--- src/rtl/register_bank_sb.sv ---
// register_bank_sb: clocked register bank with one write port, two registered
// read ports and a per-register busy scoreboard (reserve at decode, release at
// writeback).
// Optional feature macro: REGBANK_BYPASS_EN -- when defined, a read that hits
// the register being written on the same edge returns the write data and the
// post-edge busy bit instead of the old contents.

// Per-port read mux: selects the pre-edge register/busy value, optionally the
// same-edge write, and forces register 0 to zero/not-busy when ZERO_REG=1.
module register_bank_sb_rdport #(
    parameter int DATA_W   = 32,
    parameter int ADDR_W   = 4,
    parameter int ZERO_REG = 0
) (
    input  logic [ADDR_W-1:0]                   addr,
    input  logic [(1<<ADDR_W)-1:0][DATA_W-1:0]  regs,
    input  logic [(1<<ADDR_W)-1:0]              busy,
    input  logic [(1<<ADDR_W)-1:0]              busy_nxt,
    input  logic                                we_eff,
    input  logic [ADDR_W-1:0]                   dest,
    input  logic [DATA_W-1:0]                   din,
    output logic [DATA_W-1:0]                   data,
    output logic                                bsy
);

`ifndef REGBANK_BYPASS_EN
    // Only consumed by the bypass path.
    logic unused_byp;
    assign unused_byp = ^{busy_nxt, we_eff, dest, din};
`endif

    // Operand select for this port.
    always_comb begin
        data = regs[addr];
        bsy  = busy[addr];
`ifdef REGBANK_BYPASS_EN
        if (we_eff && (dest == addr)) begin
            data = din;
            bsy  = busy_nxt[addr];
        end
`endif
        if ((ZERO_REG != 0) && (addr == '0)) begin
            data = '0;
            bsy  = 1'b0;
        end
    end

endmodule

module register_bank_sb #(
    parameter int DATA_W   = 32,
    parameter int ADDR_W   = 4,
    parameter int ZERO_REG = 0
) (
    input  logic              clk,
    input  logic              rst,
    input  logic              we,
    input  logic [ADDR_W-1:0] dest,
    input  logic [DATA_W-1:0] Din,
    input  logic              rd_en,
    input  logic [ADDR_W-1:0] srcadd1,
    input  logic [ADDR_W-1:0] srcadd2,
    output logic [DATA_W-1:0] src1,
    output logic [DATA_W-1:0] src2,
    output logic              src_valid,
    output logic              busy1,
    output logic              busy2,
    input  logic              rsv_en,
    input  logic [ADDR_W-1:0] rsv_addr,
    output logic [ADDR_W:0]   busy_cnt
);

    localparam int NUM_REGS = 1 << ADDR_W;
    localparam int NPORTS   = 2;
    localparam int STAGES   = 1;

    logic [NUM_REGS-1:0][DATA_W-1:0] regs;
    logic [NUM_REGS-1:0]             busy;
    logic [NUM_REGS-1:0]             busy_nxt;
    logic [ADDR_W:0]                 cnt_nxt;
    logic                            we_eff;
    logic                            rsv_eff;
    logic [STAGES:0]                 vld_pipe;

    logic [NPORTS-1:0][ADDR_W-1:0]   rd_addr;
    logic [NPORTS-1:0][DATA_W-1:0]   rd_data;
    logic [NPORTS-1:0]               rd_busy;

    // Register 0 swallows writes and reserves when hardwired to zero.
    assign we_eff  = we     && !((ZERO_REG != 0) && (dest     == '0));
    assign rsv_eff = rsv_en && !((ZERO_REG != 0) && (rsv_addr == '0));

    // Next busy vector: writeback releases, then reserve sets (a new producer
    // issued on the same edge keeps the register pending).
    always_comb begin
        busy_nxt = busy;
        if (we_eff)  busy_nxt[dest]     = 1'b0;
        if (rsv_eff) busy_nxt[rsv_addr] = 1'b1;
    end

    // Population count of the next busy vector; ADDR_W+1 bits hold NUM_REGS.
    always_comb begin
        cnt_nxt = '0;
        for (int i = 0; i < NUM_REGS; i++)
            cnt_nxt = cnt_nxt + {{ADDR_W{1'b0}}, busy_nxt[i]};
    end

    assign rd_addr[0] = srcadd1;
    assign rd_addr[1] = srcadd2;

    genvar p;
    generate
        for (p = 0; p < NPORTS; p++) begin : g_rd
            register_bank_sb_rdport #(
                .DATA_W  (DATA_W),
                .ADDR_W  (ADDR_W),
                .ZERO_REG(ZERO_REG)
            ) u_rdport (
                .addr    (rd_addr[p]),
                .regs    (regs),
                .busy    (busy),
                .busy_nxt(busy_nxt),
                .we_eff  (we_eff),
                .dest    (dest),
                .din     (Din),
                .data    (rd_data[p]),
                .bsy     (rd_busy[p])
            );
        end
    endgenerate

    // Register file and scoreboard state.
    always_ff @(posedge clk or posedge rst) begin
        if (rst) begin
            regs     <= '0;
            busy     <= '0;
            busy_cnt <= '0;
        end else begin
            if (we_eff) regs[dest] <= Din;
            busy     <= busy_nxt;
            busy_cnt <= cnt_nxt;
        end
    end

    // Read valid pipeline: one stage from rd_en to src_valid.
    assign vld_pipe[0] = rd_en;
    always_ff @(posedge clk or posedge rst) begin
        if (rst) vld_pipe[STAGES:1] <= '0;
        else     vld_pipe[STAGES:1] <= vld_pipe[STAGES-1:0];
    end
    assign src_valid = vld_pipe[STAGES];

    // Registered read data and busy flags; hold when no read is issued.
    always_ff @(posedge clk or posedge rst) begin
        if (rst) begin
            src1  <= '0;
            src2  <= '0;
            busy1 <= 1'b0;
            busy2 <= 1'b0;
        end else if (rd_en) begin
            src1  <= rd_data[0];
            src2  <= rd_data[1];
            busy1 <= rd_busy[0];
            busy2 <= rd_busy[1];
        end
    end

endmodule

--- config.mk ---
export PLATFORM = sky130hd
export DESIGN_NAME = register_bank_sb
export DESIGN_NICKNAME = d
export VERILOG_FILES = /design/src/rtl/register_bank_sb.sv
export SDC_FILE = /design/constraint.sdc
export NUM_CORES = 1
export LEC_CHECK = 0
export ABC_AREA = 1
export CAP_MARGIN = 10
export CORE_ASPECT_RATIO = 1.4
export CORE_MARGIN = 5
export CORE_UTILIZATION = 45
export DETAILED_ROUTE_END_ITERATION = 16
export GPL_TIMING_DRIVEN = 0
export PLACE_DENSITY = 0.58
export SETUP_SLACK_MARGIN = 0.2
export SLEW_MARGIN = 20
export SYNTH_ARGS = -nofsm -noshare
export SYNTH_HDL_FRONTEND = slang
export SYNTH_SLANG_ARGS = --single-unit
--- constraint.sdc ---
create_clock -name clk -period 51.9 [get_ports clk]
set_clock_uncertainty 0.1 [all_clocks]
set_input_delay 10.38 -clock clk [delete_from_list [all_inputs] [get_ports clk]]
set_output_delay 10.38 -clock clk [all_outputs]
set_load 0.01 [all_outputs]
# Yosys cells after proc, flatten, opt, wreduce, memory -nomap -nowiden
# Index checks and enable logic that the tools add are counted.
# W data, S select, Z words.
totals:
  ff_bits: 600
op_classes:
  add_sub_neg: 15
  n_lt_le_gt_ge: 6
  mux: 17
  bitwise_logic: 3
  reduce_logical: 2
ops:
  columns: ["operator", "n"]
  rows:
  - ["$bwmux W512", 1]
  - ["$bmux W32 S4", 2]
  - ["$demux W32 S4", 1]
  - ["$mux W32", 3]
  - ["$add A5 B1 Y5", 11]
  - ["$mux W16", 2]
  - ["$lt A4 B5 Y1 const B", 4]
  - ["$and A16 B16 Y16", 1]
  - ["$not A16 Y16", 1]
  - ["$or A16 B16 Y16", 1]
  - ["$bmux W1 S4", 2]
  - ["$demux W1 S4", 2]
  - ["$ge A4 B1 Y1 const B", 2]
  - ["$add A4 B1 Y5", 1]
  - ["$add A3 B1 Y4", 1]
  - ["$mux W1", 4]
  - ["$add A2 B1 Y3", 1]
  - ["$add A1 B1 Y2", 1]
  - ["$logic_and A1 B1 Y1", 2]

# Logic depth before layout (Yosys ltp)
# Gate-level depths: netlist of run 1.
logic_depth:
  word_depth: 24
  ltp_mapped: 18

# Modules after synthesis
# From an unflattened synthesis of run 1, not the netlist that was laid out.
hier_totals:
  hier_cells: 5307
  hier_area_um2: 35390.2
by_module_without_submodules:
  columns: ["module", "instances", "cells_per_inst", "area_each_um2"]
  rows:
  - ["register_bank_sb", 1, 2113, 22117.5]
  - ["register_bank_sb_rdport", 2, 1597, 6636.4]

# Worst setup path before layout of run 1
# No wires, ideal clock.
synth_timing:
  path_type: "input -> register"
  start: "input we"
  end: "register busy_cnt[2]"
  arrival_ps: 13941
  required_ps: 51677
  path_slack_ps: 37736
  path_stages: 16
  path_buffers: 1
  path_cell_list: "inv_2 -> nor3_4 -> nand3_1 -> buf_2 -> nand2_1 -> o21ai_0 -> fa_1 -> fa_1 -> inv_1 -> fa_1 -> inv_1 -> fa_1 -> ha_1 -> inv_1 -> fa_1 -> xnor2_1"
synth_lines:
  columns: ["element", "line", "source"]
  rows:
  - ["from (decl)", "57", "input logic we,"]
  - ["$mux W16 *", "97", "if (we_eff) busy_nxt[dest] = 1'b0;"]
  - ["$or A16 B16 Y16 (no line)", null, null]
  - ["$mux W16 *", "98", "if (rsv_eff) busy_nxt[rsv_addr] = 1'b1;"]
  - ["named net busy_nxt[5]", "79", "logic [NUM_REGS-1:0] busy_nxt;"]
  - ["$add A5 B1 Y5 * (11 in a row)", "105", "cnt_nxt = cnt_nxt + {{ADDR_W{1'b0}}, busy_nxt[i]};"]
  - ["named net cnt_nxt[2]", "80", "logic [ADDR_W:0] cnt_nxt;"]
  - ["to (signal assigned)", "141", "busy_cnt <= cnt_nxt;"]
  - ["to (decl)", "70", "output logic [ADDR_W:0] busy_cnt"]
# The timed path passes the listed nets; every way through them passes the cells marked *.
# A chain may end at the register's enable or synchronous reset.

# Worst setup path in the final report of run 1
layout_timing:
  start: "input we"
  end: "register busy_cnt[4]"
layout_lines:
  columns: ["element", "line"]
  rows:
  - ["$mux W16 *", "97"]
  - ["$or A16 B16 Y16 (no line)", null]
  - ["$mux W16 *", "98"]
  - ["named net busy_nxt[7]", "79"]
  - ["$add A5 B1 Y5 * (9 in a row)", "105"]
  - ["named net cnt_nxt[4]", "80"]
# Marked as above.

==> impl_summary.log, run 1 <==
[metrics] Pre-antenna DRT Iters: 6
[metrics] worst supply voltage drop on vdd: 60.1 uV
[metrics] area of the mapped netlist: 0.0320 sq mm
[metrics] max-capacitance violation count: 0
[metrics] number of gates resized after CTS: 0
[metrics] layout net count: 4808
[metrics] remaining global-route overflow: 0
[metrics] number of flops mapped to enable cells by yosys: 0
[metrics] leading post-synthesis cells by cell area: sky130_fd_sc_hd__dfrtp_1, sky130_fd_sc_hd__nand2_1, sky130_fd_sc_hd__nand3_1
[metrics] post-synthesis instance total: 4545
[metrics] count of unique library cells instantiated by Yosys: 25
[metrics] Hold Vio Cnt, Final: 0
[metrics] final estimated routing congestion in global placement: 1.01
[metrics] period utilisation layout: 28.3%
[metrics] most used flip-flop cell after synthesis: sky130_fd_sc_hd__dfrtp_1
[metrics] Filler Cell Count: 7253
[metrics] CTS H-tree depth: 3
[metrics] critical path class: in -> reg
[metrics] LEAKAGE: 17.9 nW
[metrics] I/O pin cnt: 125
[metrics] first-pass GRT wire length: 237000 um
[metrics] Clock Root Buffer: sky130_fd_sc_hd__clkbuf_16
[metrics] maximum number of pins on one net before global-route repair: 102
[metrics] most common cell in the synthesized netlist: sky130_fd_sc_hd__nand2_1
[metrics] Layout Area Growth over Synthesis: 15.1%
[metrics] # port buffers: 120
[metrics] accumulated negative setup slack: 0 ns
[metrics] via count of the first global-routing pass: 33400
[metrics] number of endpoints failing setup at the final stage: 0
[metrics] max-slew violation total from the final report: 0
[metrics] clock tree from TritonCTS: built
[metrics] via count of the routed design: 35500
[metrics] slack of the worst reg-to-reg path: 47.95 ns
[metrics] total wire length: 168000 um
[metrics] worst slew slack as a fraction of its limit: 11.6%
[metrics] worst min-delay path class: reg -> reg
[metrics] cell area power density: 41.7 mW/mm^2
[metrics] DP HPWL: 111000 um
[metrics] die area: 0.0767 sq mm
[metrics] result of the run: finished clean
[metrics] # Post-CTS Setup Buffers: 0
[metrics] RSZ-0062 raised after global routing: false
[metrics] Avg Synthesized Cell Area: 7.05 sq um
[metrics] detail-routed via count per cell: 6.20
[metrics] cts-stage hold buffer count: 0
[metrics] total CTS buffers: 66
[metrics] placed cell area: 0.0346 sq mm
[metrics] layout cells sized above 1: 7.25%
[metrics] startpoint types: input port
[metrics] actual slew at the worst max-slew pin: 1.33 ns
[metrics] total DRC errors in the routed layout: 0
[metrics] CP Capture Type: flip-flop
[metrics] antenna-violating nets left: 0
[metrics] x dimension of the die: 235 um
[metrics] routed length per placed instance: 29.3 um
[metrics] final cell area excluding filler cells: 0.0369 sq mm
[metrics] GRT Total Usage: 42.3%
[metrics] flip-flop and latch count after synthesis: 600
[metrics] clock input transition at the sequential cells of the worst setup and hold paths: 0.06 ns
[metrics] share of synthesized area occupied by flip-flops and latches: 46.9%
[metrics] count of clock tree sinks: 600
[metrics] initial cell density of the core: 45.5%
[metrics] Rows: 115
[metrics] WP data arrival: 15.15 ns
[metrics] time the final worst path needs with I/O delays and setup: 14.70 ns
[metrics] vertical die dimension: 326 um
[metrics] worst-skew pair later-pin latency: 0.66 ns
[metrics] largest fanout of any net on the critical path: 10
[metrics] synthesized netlist net count: 4613
[metrics] cell types with the highest counts after synthesis: sky130_fd_sc_hd__nand2_1, sky130_fd_sc_hd__nand3_1, sky130_fd_sc_hd__dfrtp_1
[metrics] initial detailed-routing violation count: 5588
[metrics] Yosys top cell area share: 46.9%
[metrics] post-synth top area cell: sky130_fd_sc_hd__dfrtp_1
[metrics] share of flip-flops with an asynchronous set or reset: 100%
[metrics] antenna violations before repair: 7
[metrics] core region area: 0.0704 sq mm
[metrics] Syn. warnings: 0
[metrics] deepest clock path buffer count: 3
[metrics] Worst Path Required: 52.36 ns
[metrics] Max Clk Rate: 0.0680 GHz
## layer usage
metal	global-route usage (%)	wire length, um	vias to the layer above
met3	12.6	20900	921
met5	0.568	114	-
met4	34.4	17100	8
met2	62.8	71800	2699
met1	50.9	57900	16800
li1	-	-	15100
## metrics by stage
step                      util, %  setup slack (ns)  hold WS, ns  std cells  power, mW
final                        52.4             37.20        0.375       5728       1.54
after global routing         52.4             36.88        0.390       5723       1.62
after CTS                    52.4             37.21        0.379       5723       1.53
after detailed placement     49.2             36.58        0.364       5608       1.02
after global placement       48.9             16.16        0.362       5601       1.02
after floorplan                 -             24.63        0.374       4545      0.884
## final timing paths
kind	cells past startpoint	from	endpoint
min reg2reg	2	src2[19]	src2[19]
min	2	src2[19]	src2[19]
max in group asynchronous	5	rst	src2[15]
max	17	we	busy_cnt[4]
max reg2reg	14	busy[11]	busy_cnt[4]
min in group asynchronous	2	rst	regs[127]
## critical path, stage by stage
cell                              delay, ns
sky130_fd_sc_hd__clkdlybuf4s50_1       0.51
sky130_fd_sc_hd__inv_2                 0.19
sky130_fd_sc_hd__nor3_4                0.07
sky130_fd_sc_hd__nand2_1               0.08
sky130_fd_sc_hd__clkbuf_1              0.63
sky130_fd_sc_hd__nand2_1               0.12
sky130_fd_sc_hd__o21ai_0               0.18
sky130_fd_sc_hd__fa_1                  0.51
sky130_fd_sc_hd__fa_1                  0.55
sky130_fd_sc_hd__inv_1                 0.05
sky130_fd_sc_hd__fa_1                  0.47
sky130_fd_sc_hd__inv_1                 0.05
sky130_fd_sc_hd__fa_1                  0.50
sky130_fd_sc_hd__ha_1                  0.18
sky130_fd_sc_hd__inv_1                 0.07
sky130_fd_sc_hd__fa_1                  0.45
sky130_fd_sc_hd__o21ai_0               0.18
## where the power goes
group	internal, mW	total (mW)	switching [mW]
sequential	0.568	0.648	0.0803
combinational	0.144	0.380	0.236
clock	0.296	0.510	0.213
total	1.01	1.54	0.530
## sequential cells by signal, indices dropped and copies added (netlist names)
| signal | cells |
|---|---|
| src_valid | 1 |
| src1 | 32 |
| src2 | 32 |
| busy | 16 |
| busy1 | 1 |
| busy2 | 1 |
| busy_cnt | 5 |
| regs | 512 |
## logic make-up (layout without fill, tap and decap cells)
family                     count (synthesis)  count (layout)  share of synthesized area [%]
other                                      0               5                              0
buffers and inverters                    456             698                           6.19
AOI/OAI and AO/OA                        532             532                           8.35
adders and majority gates                 15              15                          0.821
and+or+nand+nor                         2940            2940                           37.7
xor gates and xnor gates                   2               2                         0.0547
DFF                                      600             600                           46.9
## cells in the final DEF (no fill, tap or decap), drive strengths merged, types with 5 or more instances in the layout
cell type and instances:
nor2 143, buf 246, nand3 797, a21oi 129, fa 10, o22ai 5
nor3 6, diode 5, o21ai 396, bufinv 5, clkinv 12, clkdlybuf4s50 120
ha 5, nand2 1994, clkbuf 225, inv 89, dfrtp 600
## layout make-up
type                    count  area (sq um)  area share [%]
clock inverters            19           230           0.624
multi-input cells        3489         15000            40.7
flip-flops and latches    600         15000            40.7
well taps                 936          1170            3.18
clock buffers              96          2030            5.51
repair buffers            127          1390            3.76
plain buffers             368          1660            4.51
inverters                  88           338           0.916
diodes                      5          12.5          0.0339
(Power assumes the default switching activity.)
==> inputs of run 2 (changes only) <==
--- a/config.mk
+++ b/config.mk
@@ -12,7 +12,7 @@
 export CORE_UTILIZATION = 45
 export DETAILED_ROUTE_END_ITERATION = 16
 export GPL_TIMING_DRIVEN = 0
-export PLACE_DENSITY = 0.58
+export PLACE_DENSITY = 0.6
 export SETUP_SLACK_MARGIN = 0.2
 export SLEW_MARGIN = 20
 export SYNTH_ARGS = -nofsm -noshare
==> constraint.sdc (replaced) <==
create_clock -name clk -period 12.3 [get_ports clk]
set_clock_uncertainty 0.1 [all_clocks]
set_input_delay 2.46 -clock clk [delete_from_list [all_inputs] [get_ports clk]]
set_output_delay 2.46 -clock clk [all_outputs]
set_load 0.01 [all_outputs]
==> run 2 against run 1 <==
  * Register-to-register slack worse by 40 ns
  * Utilization is 0.41 points higher
  * Highest routed layer unchanged
  * Sequential power grew to 4.2 times the previous value
  * Total power grew to 4.2 times the previous value
  * Routed wire length is 0.84% lower
  * Die area stayed put
  * Via count is 0.52% higher
  * Global-route usage is 0.39 points lower
  * Critical path type unchanged
  * Clock power grew to 4.3 times the previous value
  * First-iteration DRC count is 0.72% lower
==> impl_summary.log, run 2 (synthesis results as in run 1) <==
[metrics] result of the run: finished clean
[metrics] deepest clock path buffer count: 3 (unchanged)
[metrics] fin worst setup slack: 5.48 ns (-31.73 ns)
[metrics] CP Capture Type: flip-flop
[metrics] actual slew at the worst max-slew pin: 1.31 ns (-0.0163 ns)
[metrics] DP HPWL: 112000 um (+0.32%)
[metrics] GRT Total Usage: 42.0% (-0.39 points)
[metrics] layout cells sized above 1: 7.47% (+0.22 points)
[metrics] critical path class: in -> reg
[metrics] combined buffer and inverter count along the critical path: 6 (unchanged)
[metrics] # port buffers: 120 (unchanged)
[metrics] via count of the routed design: 35700 (+0.52%)
[metrics] layout net count: 4823 (+0.31%)
[metrics] Top Layer Used: met5
[metrics] remaining global-route overflow: 0 (unchanged)
[metrics] Max Clk Rate: 0.147 GHz
[metrics] initial detailed-routing violation count: 5548 (-0.72%)
[metrics] final estimated routing congestion in global placement: 1.00 (-0.46%)
[metrics] initial cell density of the core: 45.5% (unchanged)
[metrics] max-slew violation total from the final report: 0 (unchanged)
[metrics] worst slew slack as a fraction of its limit: 12.7% (+1.1 points)
[metrics] worst-skew pair later-pin latency: 0.65 ns (about the same)
[metrics] CTS H-tree depth: 3 (unchanged)
[metrics] first-pass GRT wire length: 237000 um (-0.31%)
[metrics] total DRC errors in the routed layout: 0 (unchanged)
[metrics] clock tree from TritonCTS: built
[metrics] most frequent cell on the critical path: sky130_fd_sc_hd__fa_1
[metrics] number of endpoints failing setup at the final stage: 0 (unchanged)
[metrics] x dimension of the die: 235 um (unchanged)
[metrics] # Post-CTS Setup Buffers: 0 (unchanged)
[metrics] largest fanout of any net on the critical path: 10 (unchanged)
[metrics] metal2 WL: 70800 um (-1.4%)
[metrics] WP data arrival: 7.28 ns (-7.87 ns)
[metrics] die area: 0.0767 sq mm (unchanged)
[metrics] Pre-antenna DRT Iters: 8 (+2)
[metrics] Worst Path Required: 12.76 ns (-39.60 ns)
[metrics] total power consumption of the routed design: 6.52 mW (+320%)
[metrics] count of clock tree sinks: 600 (unchanged)
[metrics] Hold Vio Cnt, Final: 0 (unchanged)
[metrics] detailed-routing wirelength on met1: 57800 um (-0.24%)
[metrics] number of gates resized after CTS: 0 (unchanged)
[metrics] total wire length: 166000 um (-0.84%)
[metrics] CP peak stage delay: 0.64 ns (about the same)
[metrics] length of routed met3 wiring: 21700 um (+3.8%)
[metrics] Largest delay share family, worst path: adder cells
[metrics] RSZ-0062 raised after global routing: false
[metrics] antenna violations before repair: 9 (+2)
[metrics] most frequent cells in the layout: sky130_fd_sc_hd__nand2_1, sky130_fd_sc_hd__nand3_1, sky130_fd_sc_hd__dfrtp_1
[metrics] clock input transition at the sequential cells of the worst setup and hold paths: 0.06 ns (about the same)
[metrics] detail-routed via count per cell: 6.21 (+0.17%)
[metrics] Clock Root Buffer: sky130_fd_sc_hd__clkbuf_16
[metrics] vertical die dimension: 326 um (unchanged)
[metrics] master of the slowest instance on the critical path: sky130_fd_sc_hd__clkbuf_1
[metrics] core region area: 0.0704 sq mm (unchanged)
[metrics] via count of the first global-routing pass: 33700 (+0.93%)
[metrics] pre-CTS setup slack: 4.90 ns (-31.67 ns)
[metrics] maximum number of pins on one net before global-route repair: 35 (-66%)
[metrics] I/O pin cnt: 125 (unchanged)
[metrics] max-capacitance violation count: 0 (unchanged)
[metrics] chain of cells forming the critical path: clkdlybuf4s50_1, inv_2, nor3_4, nand2_1, clkbuf_1, nand2_1, o21ai_0, fa_1, fa_1, inv_1, fa_1, inv_1, fa_1, ha_1, inv_1, fa_1, o21ai_0
[metrics] cts-stage hold buffer count: 0 (unchanged)
[metrics] startpoint types: input port
[metrics] max FFs per register: 512 (unchanged)
[metrics] total CTS buffers: 66 (unchanged)
[metrics] routed length per placed instance: 29.0 um (-1.2%)
[metrics] most common library cell in the layout ignoring fill and taps: sky130_fd_sc_hd__nand2_1
[metrics] LEAKAGE: 18.1 nW (+0.68%)
[metrics] worst min-delay path class: reg -> reg
[metrics] Layout Area Growth over Synthesis: 16.1%
[metrics] time the final worst path needs with I/O delays and setup: 6.82 ns
[metrics] cell area power density: 175 mW/mm^2 (+320%)
[metrics] worst supply voltage drop on vdd: 179 uV (+200%)
[metrics] worst hold slack across all endpoints: 0.375 ns (+0.000228 ns)
[metrics] period utilisation layout: 55.5%
[metrics] top flop regs: regs (512), src1 (32), src2 (32)
[metrics] Rows: 115 (unchanged)
[metrics] register bank with the most flops: regs
[metrics] antenna-violating nets left: 0 (unchanged)
run 2: cell types whose count changed in the layout (fill, tap and decap cells not counted):
| cell | previous run | this run |
|---|---|---|
| sky130_fd_sc_hd__inv_8 | 1 | 0 |
| sky130_fd_sc_hd__clkinv_4 | 1 | 0 |
| sky130_fd_sc_hd__bufinv_16 | 5 | 6 |
| sky130_fd_sc_hd__clkbuf_8 | 16 | 18 |
| sky130_fd_sc_hd__clkinv_2 | 11 | 9 |
| sky130_fd_sc_hd__inv_6 | 1 | 2 |
| sky130_fd_sc_hd__diode_2 | 5 | 6 |
| sky130_fd_sc_hd__clkbuf_2 | 7 | 5 |
| sky130_fd_sc_hd__buf_12 | 1 | 19 |
| sky130_fd_sc_hd__clkinvlp_4 | 1 | 2 |
| sky130_fd_sc_hd__buf_16 | 6 | 3 |
| sky130_fd_sc_hd__clkbuf_16 | 71 | 69 |
| sky130_fd_sc_hd__clkbuf_1 | 131 | 137 |
| sky130_fd_sc_hd__buf_1 | 28 | 29 |
run 2: report_power, final:
group / leakage, nW / switching (mW) / internal, mW / total (mW)
combinational: 9.50 / 0.998 / 0.617 / 1.61
clock: 1.13 / 0.906 / 1.26 / 2.17
sequential: 7.44 / 0.339 / 2.39 / 2.73
run 2: routing by layer:
| layer | GRT usage [%] | up-vias |
|---|---|---|
| met5 | 0 | - |
| met4 | 32.4 | 10 |
| met3 | 13.7 | 916 |
| met2 | 62.3 | 2852 |
| met1 | 50.3 | 16800 |
| li1 | - | 15100 |
run 2: worst paths after layout:
kind	from	to	slack [ns]	cells after the start
max reg2reg	busy[11]	busy_cnt[4]	8.27	14
max	we	busy_cnt[4]	5.48	17
min in group asynchronous	rst	src1[14]	2.12	2
min reg2reg	src1[24]	src1[24]	0.38	2
min	src1[24]	src1[24]	0.38	2
max in group asynchronous	rst	busy[3]	8.65	6
run 2: worst min-delay path, delay by kind of cell (launching register included):
| family | cells | cell delay, ns |
|---|---|---|
| and+or+nand+nor | 2 | 0.10 |
| DFF | 1 | 0.34 |
run 2: per-stage QoR:
stage	std cells	utilization [%]	setup TNS (ns)	cell area [sq um]
2_1_floorplan	4545	-	0	32000
6_report	5748	52.8	0	37200
4_1_cts	5742	52.8	0	37100
3_3_place_gp	5601	48.9	-1599.20	34400
5_1_grt	5742	52.8	0	37100
3_5_place_dp	5623	49.6	0	34900
run 2: layout make-up:
class                   instances  area (sq um)
diodes                          6          15.0
multi-input cells            3489         15000
clock inverters                18           250
repair buffers                142          1660
fillers                      7191         33200
plain buffers                 368          1660
flip-flops and latches        600         15000
inverters                      88           334
clock buffers                 101          2030
well taps                     936          1170
